### src/rtl/count_monitor.sv
// count_monitor: checks that a sampled 6-bit up-counter advances by exactly one per valid sample.
// Latency: one cycle; every output is a flop reflecting the sample accepted at the previous edge.
// Backpressure: none; every IN_VALID sample is consumed, CLR wins and discards a same-cycle sample.
//
// Ports:
//   CLK        rising-edge clock
//   RST        asynchronous active-low reset
//   IN_VALID   IN_DATA holds a counter sample this cycle
//   IN_DATA    6-bit counter sample
//   CLR        synchronous clear of status and statistics (back to hunting)
//   LOCKED     stream is being tracked with correct increments
//   ERR        sticky sequence error seen while locked
//   WRAP_PULSE one-cycle pulse per legal 63->0 wrap
//   WRAP_CNT   saturating count of legal wraps
//   ERR_CNT    saturating count of sequence errors
//   EXP        next expected sample value
module count_monitor #(
  parameter int unsigned LOCK_N = 2
) (
  input  logic       CLK,
  input  logic       RST,
  input  logic       IN_VALID,
  input  logic [5:0] IN_DATA,
  input  logic       CLR,
  output logic       LOCKED,
  output logic       ERR,
  output logic       WRAP_PULSE,
  output logic [7:0] WRAP_CNT,
  output logic [7:0] ERR_CNT,
  output logic [5:0] EXP
);

  typedef enum logic [1:0] {
    ST_HUNT = 2'd0,
    ST_SYNC = 2'd1,
    ST_LOCK = 2'd2
  } state_t;

  localparam logic [3:0] LOCK_N_W = 4'(LOCK_N);

  state_t     state_q, state_nxt;
  logic [3:0] match_q, match_nxt;
  logic [5:0] exp_q, exp_nxt;
  logic       err_q, err_nxt;
  logic       wrap_pulse_q, wrap_pulse_nxt;
  logic [7:0] wrap_cnt_q, wrap_cnt_nxt;
  logic [7:0] err_cnt_q, err_cnt_nxt;
  logic       locked_q;

  logic hit;
  logic wrap_evt;
  logic lock_miss;

  assign hit       = (IN_DATA == exp_q);
  // A zero sample only counts as a wrap when zero was actually expected; a zero
  // arriving early is an upstream counter reset and falls into the mismatch path.
  assign wrap_evt  = (state_q != ST_HUNT) && hit && (exp_q == 6'd0);
  assign lock_miss = (state_q == ST_LOCK) && !hit;

  // State and registered outputs
  always_ff @(posedge CLK or negedge RST) begin
    if (!RST) begin
      state_q      <= ST_HUNT;
      match_q      <= '0;
      exp_q        <= '0;
      err_q        <= 1'b0;
      wrap_pulse_q <= 1'b0;
      wrap_cnt_q   <= '0;
      err_cnt_q    <= '0;
      locked_q     <= 1'b0;
    end else begin
      state_q      <= state_nxt;
      match_q      <= match_nxt;
      exp_q        <= exp_nxt;
      err_q        <= err_nxt;
      wrap_pulse_q <= wrap_pulse_nxt;
      wrap_cnt_q   <= wrap_cnt_nxt;
      err_cnt_q    <= err_cnt_nxt;
      // LOCKED is its own flop so the output is registered, not decoded from state.
      locked_q     <= (state_nxt == ST_LOCK);
    end
  end

  // Next-state and match counter
  always_comb begin
    state_nxt = state_q;
    match_nxt = match_q;
    if (CLR) begin
      state_nxt = ST_HUNT;
      match_nxt = '0;
    end else if (IN_VALID) begin
      unique case (state_q)
        ST_HUNT: begin
          state_nxt = ST_SYNC;
          match_nxt = '0;
        end
        ST_SYNC: begin
          if (hit) begin
            if (match_q + 4'd1 == LOCK_N_W) begin
              state_nxt = ST_LOCK;
              match_nxt = '0;
            end else begin
              match_nxt = match_q + 4'd1;
            end
          end else begin
            // Re-reference silently: errors only count once we were locked.
            match_nxt = '0;
          end
        end
        ST_LOCK: begin
          if (!hit) begin
            state_nxt = ST_SYNC;
            match_nxt = '0;
          end
        end
        default: begin
          state_nxt = ST_HUNT;
          match_nxt = '0;
        end
      endcase
    end
  end

  // Expected value, flags and statistics
  always_comb begin
    exp_nxt        = exp_q;
    err_nxt        = err_q;
    wrap_pulse_nxt = 1'b0;
    wrap_cnt_nxt   = wrap_cnt_q;
    err_cnt_nxt    = err_cnt_q;
    if (CLR) begin
      exp_nxt      = '0;
      err_nxt      = 1'b0;
      wrap_cnt_nxt = '0;
      err_cnt_nxt  = '0;
    end else if (IN_VALID) begin
      exp_nxt = IN_DATA + 6'd1;  // natural 6-bit wrap, 63+1 = 0
      if (wrap_evt) begin
        wrap_pulse_nxt = 1'b1;
        if (wrap_cnt_q != 8'hFF) wrap_cnt_nxt = wrap_cnt_q + 8'd1;
      end
      if (lock_miss) begin
        err_nxt = 1'b1;
        if (err_cnt_q != 8'hFF) err_cnt_nxt = err_cnt_q + 8'd1;
      end
    end
  end

  assign LOCKED     = locked_q;
  assign ERR        = err_q;
  assign WRAP_PULSE = wrap_pulse_q;
  assign WRAP_CNT   = wrap_cnt_q;
  assign ERR_CNT    = err_cnt_q;
  assign EXP        = exp_q;

endmodule
### config.mk
export PLATFORM = sky130hd
export DESIGN_NAME = count_monitor
export DESIGN_NICKNAME = d
export VERILOG_FILES = /design/src/rtl/count_monitor.sv
export SDC_FILE = /design/constraint.sdc
export NUM_CORES = 1
export LEC_CHECK = 0
export CAP_MARGIN = 5
export CORE_ASPECT_RATIO = 1.1
export CORE_MARGIN = 2
export CORE_UTILIZATION = 51
export CTS_CLUSTER_DIAMETER = 150
export DETAILED_ROUTE_END_ITERATION = 10
export GPL_ROUTABILITY_DRIVEN = 0
export PLACE_DENSITY = 0.79
export SYNTH_ARGS = -nofsm -noshare
export SYNTH_HDL_FRONTEND = slang
export SYNTH_SLANG_ARGS = --single-unit
### constraint.sdc
create_clock -name CLK -period 2.4 [get_ports CLK]
set_input_delay 0.48 -clock CLK [delete_from_list [all_inputs] [get_ports CLK]]
set_output_delay 0.48 -clock CLK [all_outputs]
set_load 0.005 [all_outputs]
==> key figures <==
Critical path
  • R2r startpoint: EXP[2]
  • Critical path's largest stage delay: 0.45 ns
  • Crit path DAT: 2.38 ns
  • Cell at the slowest stage of the critical path: or4_1
  • Critical path peak fanout: 9
  • Crit path required time: 2.68 ns
  • Crit path kind: in2reg
  • FF-to-FF setup slack: 0.44 ns
  • CP startpoint kind: input pin
  • R2R cell count: 5
  • Critical Path End Type: flop
  • FF-to-FF End: WRAP_CNT[7]
  • Crit path cell chain: clkdlybuf4s50_1 > xor2_1 > nor4_4 > nand4b_2 > or4_1 > a21oi_1

Drt
  • DR WL/cell: 13.67 um
  • Drt via density: 5.381
  • DR iter-0 viols: 45
  • Pre-antenna DRT Iters: 4
  • Routed WL: 3.840 mm
  • DRC errors left: 0
  • Number of nets with antenna violations after routing: 0
  • Routed vias: 1,512

Placement
  • Input/output buffers: 34
  • Placed cell count: 273
  • Post-DP HPWL: 2.848 mm
  • Pre-CTS worst setup slack: -0.07892 ns
  • Post-place instance area: 2223 um2

Clock tree
  • Post-CTS sizing: 0
  • Num CTS Buffers: 5
  • TritonCTS clock tree: done
  • Root Driver: clkbuf_4
  • Worst-path clk slew: 0.10 ns
  • Post-CTS setup repair buffer count: 0
  • H-tree levels: 2
  • # hold bufs at CTS: 0
  • Clock Latency Late Sink: 0.34 ns
  • Max Buffers Root-to-Sink: 2
  • Total clock sinks: 31

Global route
  • GR Layer Usage met1: 26.26%
  • Initial antenna violation count: 0
  • Met3 usage: 5.675%
  • GRT met2 Usage: 37.64%
  • Largest net degree at the start of global routing: 32
  • Grt total ovfl: 0
  • GRT busiest layer: met2
  • Vias in the first global route: 1,529
  • Gr usage total: 22.14%
  • First-pass GRT wire length: 6.575 mm

Finish
  • Commonest non-fill, non-tap cell in the layout: clkdlybuf4s50_1
  • Most frequent cells in the layout: clkdlybuf4s50_1, dfrtp_1, nor2_1
  • Layout Area Growth over Synthesis: 30.09%
  • Nets@finish: 247
  • Ant diodes: 0
  • Share of post-route cells with drive strength above 1: 10.73%
  • Filler cell count: 247
  • Final instance area: 2310 um2
  • Post-Layout Cell Count: 281

STA
  • Worst-Margin Slew: 0.4066 ns
  • Fmax achieved: 0.4746 GHz
  • Worst slew margin: 72.65%
  • Final Max Slew Viols: 0
  • Post-layout minimum cycle time: 2.107 ns
  • Final TNS setup: 0 ns
  • Final setup vio count: 0
  • Unrepaired setup endpoints after global routing: false
  • Crit share post-route: 87.79%
  • Clk_skew: 0.009693 ns
  • Hold Fails Final Rpt: 0
  • Setup ws final: 0.2930 ns

Logic synthesis
  • Async SR Flop Fraction: 100.0%
  • Post-Syn Area per Cell: 9.494 um2
  • Most used DFF post-synth: dfrtp_1
  • Sequential fraction of the synthesis area: 43.69%
  • Post-synth cell types: 42
  • FF+latch count, synth: 31
  • Area of the mapped netlist: 1775 um2
  • Mapped Nets: 202
  • Mapped Cells: 187
  • YS warnings: 0
  • Post-synth EDFFs: 0

Min path
  • Worst hold path type: in2async

Run status
  • Outcome: completed

Floorplanning
  • Die footprint: 3970 um2
  • Die W: 60.26 um
  • Initial core utilization: 53.31%
  • Number of I/O pins: 35
  • Total core area: 3331 um2
  • Row count: 22
  • Height of the die: 65.88 um

Pwr
  • LEAKAGE: 0.9922 nW
  • Power per cell area: 475.3 nW/um2
  • Largest vdd supply drop: 0.0003114 V

Run
  • Max capacitance violation total: 0
layout make-up:
class / instances / area (um2) / share of cell area, %
Multi-Input combinational cell: 142 / 938.4 / 40.63
Tap cell: 48 / 60.06 / 2.600
Inverter: 7 / 26.28 / 1.138
Clock buffer: 6 / 51.30 / 2.221
Clock inverter: 2 / 35.03 / 1.517
Timing Repair Buffer: 45 / 422.9 / 18.31
Sequential cell: 31 / 775.7 / 33.59
registers in the layout (all words and copies together) (netlist names):
register / cells
ERR_CNT: 8
LOCKED: 1
match_q: 4
EXP: 6
ERR: 1
WRAP_PULSE: 1
WRAP_CNT: 8
state_q: 2
cell usage after synthesis, drive strengths merged (3+ instances only):
| cell | count | share of area, % |
|---|---|---|
| o21ai | 7 | 2.0 |
| xor2 | 9 | 4.4 |
| mux2i | 4 | 2.3 |
| nand3 | 14 | 3.9 |
| dfrtp | 31 | 44 |
| nor2 | 24 | 5.1 |
| nand2 | 9 | 1.9 |
| inv | 7 | 1.5 |
| buf | 5 | 1.6 |
| a21oi | 10 | 2.8 |
| xnor2 | 7 | 3.5 |
| nand4 | 4 | 1.4 |
| ha | 5 | 3.5 |
| and3 | 3 | 1.1 |
| nor2b | 4 | 1.4 |
| a211oi | 9 | 3.8 |
| or4 | 3 | 1.3 |
| or3 | 3 | 1.1 |
per-layer routing:
layer / wire, um / part of all wire, %
met1: 1673 / 44
met2: 1953 / 51
met3: 151 / 3.9
met4: 61 / 1.6
met5: 0 / 0
critical path: cells and delay by family:
family / cells / cell delay [ns]
buffers and inverters: 1 / 0.43
XOR/XNOR: 1 / 0.20
AO/OA/AOI/OAI: 1 / 0.16
AND/OR/NAND/NOR: 3 / 1.12
kinds of logic after synthesis:
| group | Yosys count | share of synthesized area [%] |
|---|---|---|
| AOI/OAI and AO/OA | 40 | 14.94 |
| and+or+nand+nor | 75 | 22.97 |
| muxes | 6 | 3.524 |
| buffers and inverters | 14 | 3.453 |
| adders and majority gates | 5 | 3.524 |
| xor gates and xnor gates | 16 | 7.893 |
| DFF | 31 | 43.69 |
how the worst max path moves through the flow:
stage                    start           to  slack (ns)  depth (start not counted)
CTS                 IN_DATA[2]  WRAP_CNT[7]        0.29                          6
global placement    IN_DATA[2]  WRAP_CNT[5]       -0.03                          6
finish              IN_DATA[2]  WRAP_CNT[7]        0.29                          6
global route        IN_DATA[2]  WRAP_CNT[7]        0.11                          6
floorplan           IN_DATA[2]  WRAP_CNT[4]        0.48                          6
detailed placement  IN_DATA[2]  WRAP_CNT[7]       -0.08                          6
report_power, final:
group	switching (mW)	internal [mW]	leakage (nW)	total, mW
Sequential	0.0118	0.530	0.426	0.542
Combinational	0.0634	0.0582	0.518	0.122
Clock	0.188	0.246	0.0482	0.434
per-stage QoR:
| stage | hold WS (ns) | util [%] | power [mW] |
|---|---|---|---|
| after floorplan | 0.1844 | - | 0.6067 |
| after global placement | 0.4843 | 66.75 | 0.6715 |
| after detailed placement | 0.4868 | 66.75 | 0.6747 |
| after CTS | 0.5106 | 69.35 | 1.111 |
| after global routing | 0.5494 | 69.35 | 1.144 |
| final | 0.5066 | 69.35 | 1.098 |
(Power assumes the default switching activity.)
